<file path="config.mk">
export PLATFORM = sky130hd
export DESIGN_NAME = i2c_txn_arbiter_flat
export DESIGN_NICKNAME = d
export VERILOG_FILES = /design/src/rtl/i2c_txn_arbiter_if.sv /design/src/rtl/i2c_txn_arbiter.sv /design/src/flat_wrapper.sv
export SDC_FILE = /design/constraint.sdc
export NUM_CORES = 1
export LEC_CHECK = 0
export ABC_AREA = 0
export CAP_MARGIN = 5
export CELL_PAD_IN_SITES_DETAIL_PLACEMENT = 0
export CELL_PAD_IN_SITES_GLOBAL_PLACEMENT = 1
export CORE_UTILIZATION = 51
export DETAILED_ROUTE_END_ITERATION = 12
export DONT_BUFFER_PORTS = 1
export GPL_TIMING_DRIVEN = 1
export PLACE_DENSITY = 0.9
export SKIP_CTS_REPAIR_TIMING = 1
export SLEW_MARGIN = 5
export SYNTH_ARGS = -nofsm -noshare
export SYNTH_HDL_FRONTEND = slang
export SYNTH_SLANG_ARGS = --single-unit
export TNS_END_PERCENT = 50
</file>
<file path="constraint.sdc">
create_clock -name clk -period 5.8 [get_ports clk]
set_input_delay 0.87 -clock clk [delete_from_list [all_inputs] [get_ports clk]]
set_output_delay 0.87 -clock clk [all_outputs]
set_load 0.05 [all_outputs]
</file>
<file path="src/rtl/i2c_txn_arbiter_if.sv">
// Signal bundle between i2c_txn_arbiter, its requesters and the shared I2C master engine.
// Modport master is the arbiter's own view; slave is the surrounding requesters plus engine.
interface i2c_txn_arbiter_if #(
    parameter int NREQ = 2
);
    // Requester i holds req_valid[i] and its fields until the one-cycle req_ready[i]
    // accept pulse; fields are captured on that cycle only. rsp_valid[i] is a one-cycle
    // completion pulse, and m_start/m_done are single-cycle strobes in each direction.
    logic [NREQ-1:0]   req_valid;
    logic [NREQ-1:0]   req_ready;
    logic [7*NREQ-1:0] req_addr;
    logic [8*NREQ-1:0] req_sub;
    logic [NREQ-1:0]   req_rw;
    logic [3*NREQ-1:0] req_len;
    logic [NREQ-1:0]   rsp_valid;
    logic [31:0]       rsp_data;
    logic              rsp_err;
    logic              m_start;
    logic [6:0]        m_addr;
    logic [7:0]        m_sub;
    logic              m_rw;
    logic [2:0]        m_len;
    logic              m_busy;
    logic              m_done;
    logic              m_nack;
    logic [31:0]       m_rdata;

    modport master (
        input  req_valid, req_addr, req_sub, req_rw, req_len,
        input  m_busy, m_done, m_nack, m_rdata,
        output req_ready, rsp_valid, rsp_data, rsp_err,
        output m_start, m_addr, m_sub, m_rw, m_len
    );

    modport slave (
        output req_valid, req_addr, req_sub, req_rw, req_len,
        output m_busy, m_done, m_nack, m_rdata,
        input  req_ready, rsp_valid, rsp_data, rsp_err,
        input  m_start, m_addr, m_sub, m_rw, m_len
    );
endinterface

</file>
<file path="src/rtl/i2c_txn_arbiter.sv">
// Round-robin arbiter sharing one I2C master engine between NREQ requesters.
// Define I2C_ARB_TIMEOUT_EN to add a 16-bit WAIT watchdog that reports a timeout error.
module i2c_txn_arbiter #(
    parameter int NREQ   = 2,
    parameter int MAXLEN = 4
) (
    input  logic              clk,
    input  logic              reset,
    i2c_txn_arbiter_if.master bus,
    output logic [1:0]        fsm_state
);
    typedef enum logic [1:0] {
        IDLE  = 2'd0,
        ISSUE = 2'd1,
        WAIT  = 2'd2,
        RESP  = 2'd3
    } state_t;

    state_t state, state_n;

    logic [1:0]      rr, gnt, pick;
    logic            pick_found;
    logic [2:0]      k, len_raw, pick_len;
    logic [3:0]      valid_p, rw_p;
    logic [27:0]     addr_p;
    logic [31:0]     sub_p;
    logic [11:0]     len_p;
    logic            done_ok, timeout;
    logic [31:0]     rd_mask;

    logic [NREQ-1:0] req_ready_q, rsp_valid_q;
    logic            m_start_q, m_rw_q, rsp_err_q;
    logic [6:0]      m_addr_q;
    logic [7:0]      m_sub_q;
    logic [2:0]      m_len_q;
    logic [31:0]     rsp_data_q;

    // Request vectors padded to four slots so every index is 2 bits wide.
    always_comb begin
        valid_p = '0;
        rw_p    = '0;
        addr_p  = '0;
        sub_p   = '0;
        len_p   = '0;
        valid_p[NREQ-1:0]   = bus.req_valid;
        rw_p[NREQ-1:0]      = bus.req_rw;
        addr_p[7*NREQ-1:0]  = bus.req_addr;
        sub_p[8*NREQ-1:0]   = bus.req_sub;
        len_p[3*NREQ-1:0]   = bus.req_len;
    end

    always_comb begin
        pick       = rr;
        pick_found = 1'b0;
        k          = '0;
        for (int i = 0; i < NREQ; i++) begin
            k = {1'b0, rr} + 3'(i);
            if (k >= 3'(NREQ)) k = k - 3'(NREQ);
            if (!pick_found && valid_p[k[1:0]]) begin
                pick_found = 1'b1;
                pick       = k[1:0];
            end
        end
    end

    // Writes carry no read bytes; out-of-range read lengths fall back to MAXLEN.
    always_comb begin
        len_raw = len_p[3*pick +: 3];
        if (!rw_p[pick])
            pick_len = 3'd0;
        else if (len_raw == 3'd0 || int'(len_raw) > MAXLEN)
            pick_len = 3'(MAXLEN);
        else
            pick_len = len_raw;
    end

    // The first WAIT cycle carries m_start, so a completion seen there cannot be ours.
    assign done_ok = (state == WAIT) && bus.m_done && !m_start_q;
    assign rd_mask = ~(32'hFFFF_FFFF >> {m_len_q, 3'b000});

`ifdef I2C_ARB_TIMEOUT_EN
    logic [15:0] wdog;

    always_ff @(posedge clk or negedge reset) begin
        if (!reset)
            wdog <= '0;
        else if (state != WAIT)
            wdog <= '0;
        else
            wdog <= wdog + 16'd1;
    end

    assign timeout = (state == WAIT) && (wdog == 16'hFFFE);
`else
    assign timeout = 1'b0;
`endif

    always_ff @(posedge clk or negedge reset) begin
        if (!reset) state <= IDLE;
        else        state <= state_n;
    end

    always_comb begin
        state_n = state;
        case (state)
            IDLE:    if (!bus.m_busy && pick_found) state_n = ISSUE;
            ISSUE:   state_n = WAIT;
            WAIT:    if (done_ok || timeout) state_n = RESP;
            RESP:    state_n = IDLE;
            default: state_n = IDLE;
        endcase
    end

    always_ff @(posedge clk or negedge reset) begin
        if (!reset) begin
            rr          <= '0;
            gnt         <= '0;
            req_ready_q <= '0;
            m_start_q   <= 1'b0;
            m_addr_q    <= '0;
            m_sub_q     <= '0;
            m_rw_q      <= 1'b0;
            m_len_q     <= '0;
            rsp_valid_q <= '0;
            rsp_data_q  <= '0;
            rsp_err_q   <= 1'b0;
        end else begin
            req_ready_q <= '0;
            m_start_q   <= 1'b0;
            rsp_valid_q <= '0;
            case (state)
                IDLE: if (state_n == ISSUE) begin
                    gnt         <= pick;
                    req_ready_q <= NREQ'(1) << pick;
                    m_addr_q    <= addr_p[7*pick +: 7];
                    m_sub_q     <= sub_p[8*pick +: 8];
                    m_rw_q      <= rw_p[pick];
                    m_len_q     <= pick_len;
                end
                ISSUE: m_start_q <= 1'b1;
                WAIT: if (state_n == RESP) begin
                    rsp_valid_q <= NREQ'(1) << gnt;
                    if (done_ok) begin
                        rsp_data_q <= bus.m_rdata & rd_mask;
                        rsp_err_q  <= bus.m_nack;
                    end else begin
                        rsp_data_q <= '0;
                        rsp_err_q  <= 1'b1;
                    end
                end
                RESP: rr <= (gnt == 2'(NREQ-1)) ? 2'd0 : gnt + 2'd1;
                default: ;
            endcase
        end
    end

    assign bus.req_ready = req_ready_q;
    assign bus.rsp_valid = rsp_valid_q;
    assign bus.rsp_data  = rsp_data_q;
    assign bus.rsp_err   = rsp_err_q;
    assign bus.m_start   = m_start_q;
    assign bus.m_addr    = m_addr_q;
    assign bus.m_sub     = m_sub_q;
    assign bus.m_rw      = m_rw_q;
    assign bus.m_len     = m_len_q;
    assign fsm_state     = state;
endmodule

</file>
<file path="src/flat_wrapper.sv">
// flat-port wrapper written by rule: the top's interface ports become plain ports
module i2c_txn_arbiter_flat 
#(
    parameter int NREQ   = 2,
    parameter int MAXLEN = 4
)
  (clk, reset, fsm_state, bus_req_valid, bus_req_addr, bus_req_sub, bus_req_rw, bus_req_len, bus_m_busy, bus_m_done, bus_m_nack, bus_m_rdata, bus_req_ready, bus_rsp_valid, bus_rsp_data, bus_rsp_err, bus_m_start, bus_m_addr, bus_m_sub, bus_m_rw, bus_m_len);
  i2c_txn_arbiter_if #(.NREQ(NREQ)) bus_i ();
  input  logic clk;
  input  logic reset;
  output logic [1:0] fsm_state;
  input wire logic [$bits(bus_i.req_valid)-1:0] bus_req_valid;
  input wire logic [$bits(bus_i.req_addr)-1:0] bus_req_addr;
  input wire logic [$bits(bus_i.req_sub)-1:0] bus_req_sub;
  input wire logic [$bits(bus_i.req_rw)-1:0] bus_req_rw;
  input wire logic [$bits(bus_i.req_len)-1:0] bus_req_len;
  input wire logic [$bits(bus_i.m_busy)-1:0] bus_m_busy;
  input wire logic [$bits(bus_i.m_done)-1:0] bus_m_done;
  input wire logic [$bits(bus_i.m_nack)-1:0] bus_m_nack;
  input wire logic [$bits(bus_i.m_rdata)-1:0] bus_m_rdata;
  output wire logic [$bits(bus_i.req_ready)-1:0] bus_req_ready;
  output wire logic [$bits(bus_i.rsp_valid)-1:0] bus_rsp_valid;
  output wire logic [$bits(bus_i.rsp_data)-1:0] bus_rsp_data;
  output wire logic [$bits(bus_i.rsp_err)-1:0] bus_rsp_err;
  output wire logic [$bits(bus_i.m_start)-1:0] bus_m_start;
  output wire logic [$bits(bus_i.m_addr)-1:0] bus_m_addr;
  output wire logic [$bits(bus_i.m_sub)-1:0] bus_m_sub;
  output wire logic [$bits(bus_i.m_rw)-1:0] bus_m_rw;
  output wire logic [$bits(bus_i.m_len)-1:0] bus_m_len;
  assign bus_i.req_valid = bus_req_valid;
  assign bus_i.req_addr = bus_req_addr;
  assign bus_i.req_sub = bus_req_sub;
  assign bus_i.req_rw = bus_req_rw;
  assign bus_i.req_len = bus_req_len;
  assign bus_i.m_busy = bus_m_busy;
  assign bus_i.m_done = bus_m_done;
  assign bus_i.m_nack = bus_m_nack;
  assign bus_i.m_rdata = bus_m_rdata;
  assign bus_req_ready = bus_i.req_ready;
  assign bus_rsp_valid = bus_i.rsp_valid;
  assign bus_rsp_data = bus_i.rsp_data;
  assign bus_rsp_err = bus_i.rsp_err;
  assign bus_m_start = bus_i.m_start;
  assign bus_m_addr = bus_i.m_addr;
  assign bus_m_sub = bus_i.m_sub;
  assign bus_m_rw = bus_i.m_rw;
  assign bus_m_len = bus_i.m_len;
  i2c_txn_arbiter #(.NREQ(NREQ), .MAXLEN(MAXLEN)) u_core (.clk(clk), .reset(reset), .bus(bus_i), .fsm_state(fsm_state));
endmodule
</file>
---- Word-level counts from Yosys, hierarchy flattened ----
Cells that the tools add are included.
cells by class
  add/subtract/negate cells ............... 4
  $mul .................................... 2
  order comparisons ....................... 6
  equality and inequality tests ........... 6
  shift-type cells ........................ 6
  mux-type cells .......................... 25
  bitwise gates (word level) .............. 2
  reduce and logical (&&, ||, !) cells .... 12
operators by type and width
  kind                     count
  $and A32 B32 Y32         1
  $mux W32                 1
  $not A32 Y32             1
  $shiftx A32 B6 Y8        1
  $shr A32 B6 Y32 const A  1
  $shiftx A28 B6 Y7        1
  $mux W2                  11
  $shiftx A12 B5 Y3        1
  $lt A2 B3 Y1 const B     3
  $pmux W2 S4              1
  $mux W1                  7
  $bmux W1 S2              3
  $eq A2 B1 Y1 const B     3
  $eq A2 B2 Y1 const B     3
  $mux W3                  2
  $mul A3 B2 Y5 const A    1
  $logic_and A1 B1 Y1      4
  $mul A2 B2 Y4 const A    1
  $reduce_and A2 Y1        2
  $shl A1 B2 Y2 const A    2
  $sub A2 B2 Y2 const B    2
  $add A2 B1 Y3 const B    1
  $ge A3 B2 Y1 const B     1
  $gt A3 B3 Y1 const B     1
  other kinds (6)          8
storage, ports and cells
  register bits after elaboration ......... 63
  input port bits ......................... 77
  output and inout bits ................... 59
  logic and storage cells ................. 75

---- Longest topological paths before layout ----
Gate-level depths: netlist of the first run.
  word-level depth ........................ 14
  depth in mapped cells ................... 8
  mapped depth without buffers ............ 6

---- Worst setup path after synthesis of the first run ----
Ideal clock, no wire load.
  path kind ............................... input to register
  start ................................... in bus_req_valid[1]
  end ..................................... reg u_core.m_len_q[0] (netlist: u_core.bus.m_len[0])
  setup time .............................. 110 ps
  data arrival time ....................... 2366 ps
  required time ........................... 5690 ps
  slack ................................... 3323 ps
  stages on the path ...................... 7
  path buffers ............................ 1
  cell sequence ........................... nor2_1 -> maj3_1 -> clkbuf_1 -> a22oi_1 -> nand2_1 -> ha_1 -> o41ai_1
on the way
  cells in the longest elaborated chain, start to end .. 12
  elaborated cells on any way between the ends .. 24
  those cells by class .................... mul (1); order compare (1); eq/ne (1); shift (1); mux (14); reduce/logical (6)
ends and longest elaborated chain
  item                                                     RTL line                text
  start: declaration                                       flat_wrapper.sv:12      input wire logic [$bits(bus_i.req_valid)-1:0] bus_req_valid;
  $bmux W1 S2                                              i2c_txn_arbiter.sv:59   if (!pick_found && valid_p[k[1:0]]) begin
  $mux W1 (not written as such)                            i2c_txn_arbiter.sv:59
  $mux W1                                                  i2c_txn_arbiter.sv:59
  $logic_not A1 Y1                                         i2c_txn_arbiter.sv:59
  $logic_and A1 B1 Y1                                      i2c_txn_arbiter.sv:59
  $mux W2                                                  i2c_txn_arbiter.sv:59
  $mul A2 B2 Y4                                            i2c_txn_arbiter.sv:68   len_raw = len_p[3*pick +: 3];
  $shiftx A12 B5 Y3                                        i2c_txn_arbiter.sv:68
  $gt A3 B3 Y1 / $logic_not A3 Y1 (equally long branches)  i2c_txn_arbiter.sv:71   else if (len_raw == 3'd0 || int'(len_raw) > MAXLEN)
  $logic_or A1 B1 Y1                                       i2c_txn_arbiter.sv:71
  $mux W3                                                  i2c_txn_arbiter.sv:71
  $mux W3                                                  i2c_txn_arbiter.sv:69   if (!rw_p[pick])
  end signal: assignment                                   i2c_txn_arbiter.sv:138  m_len_q <= pick_len;
  end: declaration                                         i2c_txn_arbiter.sv:35   logic [2:0] m_len_q;
Parallel ways exist; a longest one is shown, timed or not. The select of a mux whose other input is x is not followed.
A chain may end at the register's enable or synchronous reset.

---- Final worst setup path of the first run ----
  start ................................... reg u_core.state[0] (netlist: u_core.fsm_state[0])
  end ..................................... reg u_core.m_addr_q[0] (netlist: u_core.bus.m_addr[0])
on the way
  cells in the longest elaborated chain, start to end .. 7
  elaborated cells on any way between the ends .. 11
  those cells by class .................... eq/ne (4); mux (3); reduce/logical (4)
ends and longest elaborated chain
  item                               RTL line                                       text
  start: declaration                 i2c_txn_arbiter.sv:19                          state_t state, state_n;
  start signal: assignment           i2c_txn_arbiter.sv:100                         else state <= state_n;
  $eq A2 B2 Y1                       i2c_txn_arbiter.sv:78, i2c_txn_arbiter.sv:105
  $logic_and A1 B1 Y1 (2 in series)  i2c_txn_arbiter.sv:78                          assign done_ok = (state == WAIT) && bus.m_done && !m_start_q;
  $mux W2                            i2c_txn_arbiter.sv:108                         WAIT: if (done_ok || timeout) state_n = RESP;
  $pmux W2 S4 (*)                    i2c_txn_arbiter.sv:105                         case (state)
  named net u_core.state_n[1]        i2c_txn_arbiter.sv:19
  $eq A2 B1 Y1 (*)                   i2c_txn_arbiter.sv:132                         IDLE: if (state_n == ISSUE) begin
  $reduce_and A2 Y1 (no line) (*)    n/a
  end signal: assignment             i2c_txn_arbiter.sv:135                         m_addr_q <= addr_p[7*pick +: 7];
  end: declaration                   i2c_txn_arbiter.sv:33                          logic [6:0] m_addr_q;
Mark *: on every way through the listed nets, which the timed path passes. The rest lies on a longest branch.

==> results of run 1 <==
critical path, stage by stage, from the launching register on:
cell and delay, ns:
dfrtp_1 0.76, inv_1 0.19, ha_1 0.36, nand2b_1 0.27, nor3_4 0.74, mux2_2 0.41
worst max-delay path by stage:
stage,start,endpoint,slack [ns],depth (start not counted)
6_report,u_core.fsm_state[0],u_core.bus.m_addr[0],2.93,5
5_1_grt,u_core.fsm_state[0],u_core.bus.m_sub[0],2.77,5
4_1_cts,u_core.fsm_state[0],u_core.bus.m_sub[0],2.90,5
3_5_place_dp,u_core.fsm_state[0],u_core.bus.m_addr[0],2.91,5
3_3_place_gp,u_core.fsm_state[0],u_core.bus.m_addr[1],3.01,5
2_1_floorplan,bus_req_valid[1],u_core.bus.m_len[0],3.32,7
placed cells by master (no fill, tap or decap), types with 2 or more instances in the layout:
master / instances
o31ai_1: 6
o41ai_1: 3
a22o_1: 15
o21ai_0: 3
nand2_1: 35
nor2_1: 9
buf_4: 2
nor2b_1: 3
mux2i_1: 33
a21oi_1: 2
and2_2: 2
inv_1: 38
a22oi_1: 4
nor3_4: 2
nor3_1: 2
mux2_4: 8
mux2_2: 8
nand2b_1: 2
dfrtp_1: 63
ha_1: 6
nand3b_1: 2
clkbuf_8: 14
where the power goes:
group	internal [W]	switching, W	total (W)
logic	0.000253	0.000259	0.000512
registers	0.000606	0.000759	0.00137
clock network	0.000257	0.000158	0.000415
through the flow:
stage / total power [W] / setup slack (ns) / utilization (%)
3_3_place_gp: 0.00187 / 3.01 / 54.7
6_report: 0.00229 / 2.93 / 58.7
5_1_grt: 0.00241 / 2.77 / 58.7
2_1_floorplan: 0.00179 / 3.32 / -
3_5_place_dp: 0.00189 / 2.91 / 54.7
4_1_cts: 0.00231 / 2.90 / 58.7
kinds of logic after synthesis:
| group | count (synthesis) | synth area share [%] |
|---|---|---|
| multiplexers | 49 | 17.8 |
| AND/OR/NAND/NOR | 64 | 10.3 |
| flip-flops | 63 | 51.8 |
| adder cells (fa/ha/maj) | 7 | 2.79 |
| AO/OA/AOI/OAI | 36 | 10.1 |
| buffers and inverters | 49 | 7.27 |
registers in the layout, indices dropped and copies added (netlist names):
name	flops
u_core.bus.m_start	1
u_core.bus.rsp_err	1
u_core.bus.m_sub	8
u_core.bus.rsp_valid	2
u_core.bus.m_len	3
u_core.bus.req_ready	2
u_core.bus.m_addr	7
u_core.bus.rsp_data	32
u_core.rr	2
u_core.gnt	2
u_core.bus.m_rw	1
u_core.fsm_state	2
per-layer routing:
| layer | up-vias | global-route usage (%) | wire [um] |
|---|---|---|---|
| met2 | 89 | 32.7 | 2860 |
| li1 | 907 | - | - |
| met5 | - | 0 | 0 |
| met1 | 970 | 24.1 | 2500 |
| met4 | 0 | 7.64 | 55 |
| met3 | 7 | 8.16 | 620 |
area by class of cell:
cell class	instances	area share [%]
Tap cell	72	2.72
Clock inverter	2	1.06
Inverter	38	4.31
Timing Repair Buffer	2	0.453
Clock buffer	14	5.82
Multi-Input combinational cell	156	38.0
Sequential cell	63	47.6
==> flow_metrics.tcl, run 1 <==
set metrics [dict create \
    syn_to_final_growth_pct 8.80 \
    required_ns 6.01 \
    path_class "reg2reg" \
    finalHoldViolations 0 \
    ant_nets 0 \
    hpwl_mm 4.37 \
    finalSetupViolations 0 \
    dp_cells 331 \
    async_flop_share_pct 100 \
    slew_headroom_pct 35.5 \
    grt.total_usage_pct 20.2 \
    routed_via_density 5.69 \
    timing.hold.ws_ns 0.234 \
    die_x_um 79.3 \
    fill_cells 477 \
    diodes 0 \
    yosysTopAreaCell "dfrtp_1" \
    multi_input_area_sq_um 1260 \
    yosys-top-cells-area "dfrtp_1 52%, mux2i_1 11%, inv_1 4.7%" \
    start_kind "flip-flop" \
    clock_skew_ns 0.00918 \
    cts_buffer_depth 2 \
    stdcell_count 347 \
    path_max_fanout 18 \
    synth_edf_count 0 \
    yosysWarnings 0 \
    antenna_found_initial 0 \
    drtIter0Drc 50 \
    worst_skew_pair.late_latency_ns 0.33 \
    grt_max_degree 64 \
    root_buffer "clkbuf_8" \
    io_buffer_count 0 \
    cts_made_buffers 9 \
    synth-seq-cells 63 \
    p_per_area_nw_per_um2 692 \
    grt_pass1_wl_mm 9.60 \
    r2r-start "u_core.fsm_state[0]" \
    rrSetupSlack_ns 2.93 \
    ioPinCount 136 \
    synthCells 268 \
    end_kind "flip-flop" \
    slew_viol_final 0 \
    r2r_cells 5 \
    finalCriticalPeriod_ns 2.87 \
    drive_above_1_share_pct 16.4 \
    regArea_sq_um 1580 \
    htree_levels 3 \
    dpl_cell_area_sq_um 3080 \
    setup-tns-final_ns 0 \
    synth.most_common_cell "dfrtp_1" \
    drc_errors 0 \
    vdd_drop_max_mv 0.316 \
    syn_avg_cell_area_sq_um 11.4 \
    rsz0062_at_grt "false" \
    max_freq_ghz 0.349 \
    wl_per_cell_um 17.4 \
    place_congestion 0.739 \
    core_sq_um 5640 \
    die_y_um 79.3 \
    clk_pin_slew_ns 0.07 \
    arrival_ns 3.08 \
    rows 27 \
    cts_tree "built" \
    dr.pass1.iters 4 \
    p_leak_nw 1.43 \
    synth_nets 351 \
    grt_pass1_vias 1960 \
    ys.flop_type "dfrtp_1" \
    synth_common_cells "63 x dfrtp_1, 38 x inv_1, 35 x nand2_1" \
    worst_hold_path_type "in2async" \
    synthesis.area_sq_um 3040 \
    status "complete, no violations" \
    tightest_slew_ns 0.960 \
    fin_area_sq_um 3310 \
    start_util_pct 54.0 \
    wl_mm 6.04 \
    cap_violations 0 \
    layout.nets 353 \
    die-area_sq_um 6280 \
    yosysTopAreaCellShare_pct 51.8 \
    ys_types 35 \
    r2r-end "u_core.bus.m_addr[0]" \
    gr-total-overflow 0 \
    cts.sinks 63 \
    num_vias 1973 \
    yosysSeqAreaShare_pct 51.8 \
    post-route-period-util_pct 49.5 \
]
(Power assumes the default switching activity.)
==> run 2, diff against run 1 <==
--- a/config.mk
+++ b/config.mk
@@ -9,11 +9,11 @@
 export CAP_MARGIN = 5
 export CELL_PAD_IN_SITES_DETAIL_PLACEMENT = 0
 export CELL_PAD_IN_SITES_GLOBAL_PLACEMENT = 1
-export CORE_UTILIZATION = 51
+export CORE_UTILIZATION = 47
 export DETAILED_ROUTE_END_ITERATION = 12
 export DONT_BUFFER_PORTS = 1
 export GPL_TIMING_DRIVEN = 1
-export PLACE_DENSITY = 0.9
+export PLACE_DENSITY = 0.84
 export SKIP_CTS_REPAIR_TIMING = 1
 export SLEW_MARGIN = 5
 export SYNTH_ARGS = -nofsm -noshare
==> constraint.sdc (replaced) <==
create_clock -name clk -period 2.9 [get_ports clk]
set_input_delay 0.435 -clock clk [delete_from_list [all_inputs] [get_ports clk]]
set_output_delay 0.435 -clock clk [all_outputs]
set_load 0.05 [all_outputs]
==> run 2 against run 1 <==
Power rose by 95%. Via count decreased by 2.0%. Cell area increased by 0.60%. Sequential cell count unchanged. Critical path depth grew 1. Global-route usage decreased by 1.6 points. Highest routed layer unchanged.
==> flow_metrics.tcl, run 2 (synthesized netlist as in run 1, its figures left out) <==
set metrics [dict create \
    place_congestion 0.690 \
    use_met3_pct 6.59 \
    antenna_found_initial 0 \
    grt_pass1_vias 1881 \
    hold_path.startpoint "bus_req_valid[1]" \
    routed_via_density 5.45 \
    finalCriticalPeriod_ns 2.45 \
    dr.pass1.iters 4 \
    cts_made_buffers 9 \
    finalHoldViolations 0 \
    crit_chain "inv_1 -> maj3_1 -> a22oi_1 -> nand2_1 -> ha_1 -> o41ai_1" \
    global_route.usage.met2_pct 29.9 \
    grt_use_met1_pct 21.8 \
    path_buf_inv 1 \
    grt.total_usage_pct 18.6 \
    drtIter0Drc 59 \
    start_kind "flip-flop" \
    layout_common_cells "63 x dfrtp_1, 38 x inv_1, 35 x nand2_1, 33 x mux2i_1, 15 x a22o_1" \
    p_per_area_nw_per_um2 1340 \
    largest_reg_flops 32 \
    grt_pass1_wl_mm 9.09 \
    grt_max_degree 64 \
    rows 28 \
    cap_violations 0 \
    max_freq_ghz 0.408 \
    die_x_um 82.5 \
    min_path_cells 1 \
    gr-total-overflow 0 \
    r2r_cells 6 \
    hpwl_mm 4.36 \
    die-area_sq_um 6800 \
    ioPinCount 136 \
    r2r-end "u_core.bus.m_len[0]" \
    drc_errors 0 \
    cts_tree "built" \
    clk_pin_slew_ns 0.06 \
    p_leak_nw 1.44 \
    layout.nets 359 \
    cp_top_family "adder cells" \
    drive_above_1_share_pct 17.1 \
    ant_nets 0 \
    slew_viol_final 0 \
    wl_per_cell_um 17.2 \
    post-route-period-util_pct 84.6 \
    rrSetupSlack_ns 0.45 \
    wl_mm 6.09 \
    rsz0062_at_grt "false" \
    start_util_pct 49.9 \
    end_kind "flip-flop" \
    io_buffer_count 0 \
    clock_skew_ns 0.00611 \
    path_class "reg2reg" \
    whs_endpoint "u_core.gnt[1]" \
    fill_cells 554 \
    cts.sinks 63 \
    dpl_cell_area_sq_um 3130 \
    finalSetupViolations 0 \
    worst_skew_pair.late_latency_ns 0.33 \
    finalPower_w 0.00446 \
    num_vias 1933 \
    vdd_drop_max_mv 0.694 \
    core_sq_um 6100 \
    diodes 0 \
    final_common_cell "dfrtp_1" \
    required_ns 3.10 \
    cpPeakStageDelay_ns 0.62 \
    worst_hold_path_type "in2reg" \
    setup-tns-final_ns 0 \
    grt.busiest_layer "met2" \
    syn_to_final_growth_pct 9.45 \
    crit_slowest_cell "maj3_1" \
    root_buffer "clkbuf_8" \
    slew_headroom_pct 37.4 \
    cts_buffer_depth 2 \
    path_max_fanout 20 \
    r2r-start "u_core.rr[0]" \
    fin_util_pct 54.7 \
    die_y_um 82.5 \
    status "complete, no violations" \
    htree_levels 3 \
    tightest_slew_ns 0.936 \
    fin_area_sq_um 3330 \
    arrival_ns 2.66 \
]
[run 2: cell count changes in the layout (fill, tap and decap cells not counted), sizes merged]
cell	change
buf	+5
clkinvlp	+1
clkbuf	-3
dlygate4sd3	+1
clkinv	+2
bufinv	-1
[run 2: how the worst max path moves through the flow]
stage / slack [ns] / end / start / depth (start not counted)
after detailed placement: 0.49 / u_core.bus.m_len[0] / u_core.rr[0] / 6
after CTS: 0.46 / u_core.bus.m_len[0] / u_core.rr[0] / 6
final: 0.45 / u_core.bus.m_len[0] / u_core.rr[0] / 6
after global routing: 0.24 / u_core.bus.m_len[0] / u_core.rr[0] / 6
after floorplan: 0.45 / u_core.bus.m_addr[6] / u_core.fsm_state[0] / 7
after global placement: 0.53 / u_core.bus.m_len[0] / u_core.rr[0] / 6
[run 2: per-layer routing]
layer | wire length, um | share of wire [%]
met1 | 2480 | 41
met2 | 2980 | 49
met3 | 524 | 8.6
met4 | 109 | 1.8
met5 | 0 | 0
[run 2: report_power, final]
part | switching [W] | internal [W] | leakage (nW) | total (W)
clock | 0.000314 | 0.000324 | 0.0850 | 0.000638
sequential | 0.00142 | 0.00121 | 0.823 | 0.00263
combinational | 0.000643 | 0.000550 | 0.530 | 0.00119
[run 2: through the flow]
step	setup WS [ns]	hold WS, ns	cells
final	0.447	0.193	355
after global routing	0.244	0.180	355
after CTS	0.459	-0.224	353
after detailed placement	0.491	0.141	338
after global placement	0.525	0.141	338
after floorplan	0.448	0.139	268
[run 2: worst reg2reg max path: cells and delay by family (launching register included)]
kind	cells	cell delay (ns)
adders and majority gates	2	0.94
buffers and inverters	1	0.09
DFF	1	0.45
AOI/OAI and AO/OA	2	0.76
and+or+nand+nor	1	0.09
[run 2: area by class of cell]
cell class                 count  area [sq um]  area share (%)
clock buffer                  11           141            4.24
inverter                      38           143            4.28
sequential                    63          1580            47.3
tap                           75          93.8            2.82
clock inverter                 4          22.5           0.676
timing repair buffer           8          95.1            2.85
multi-input combinational    156          1260            37.8
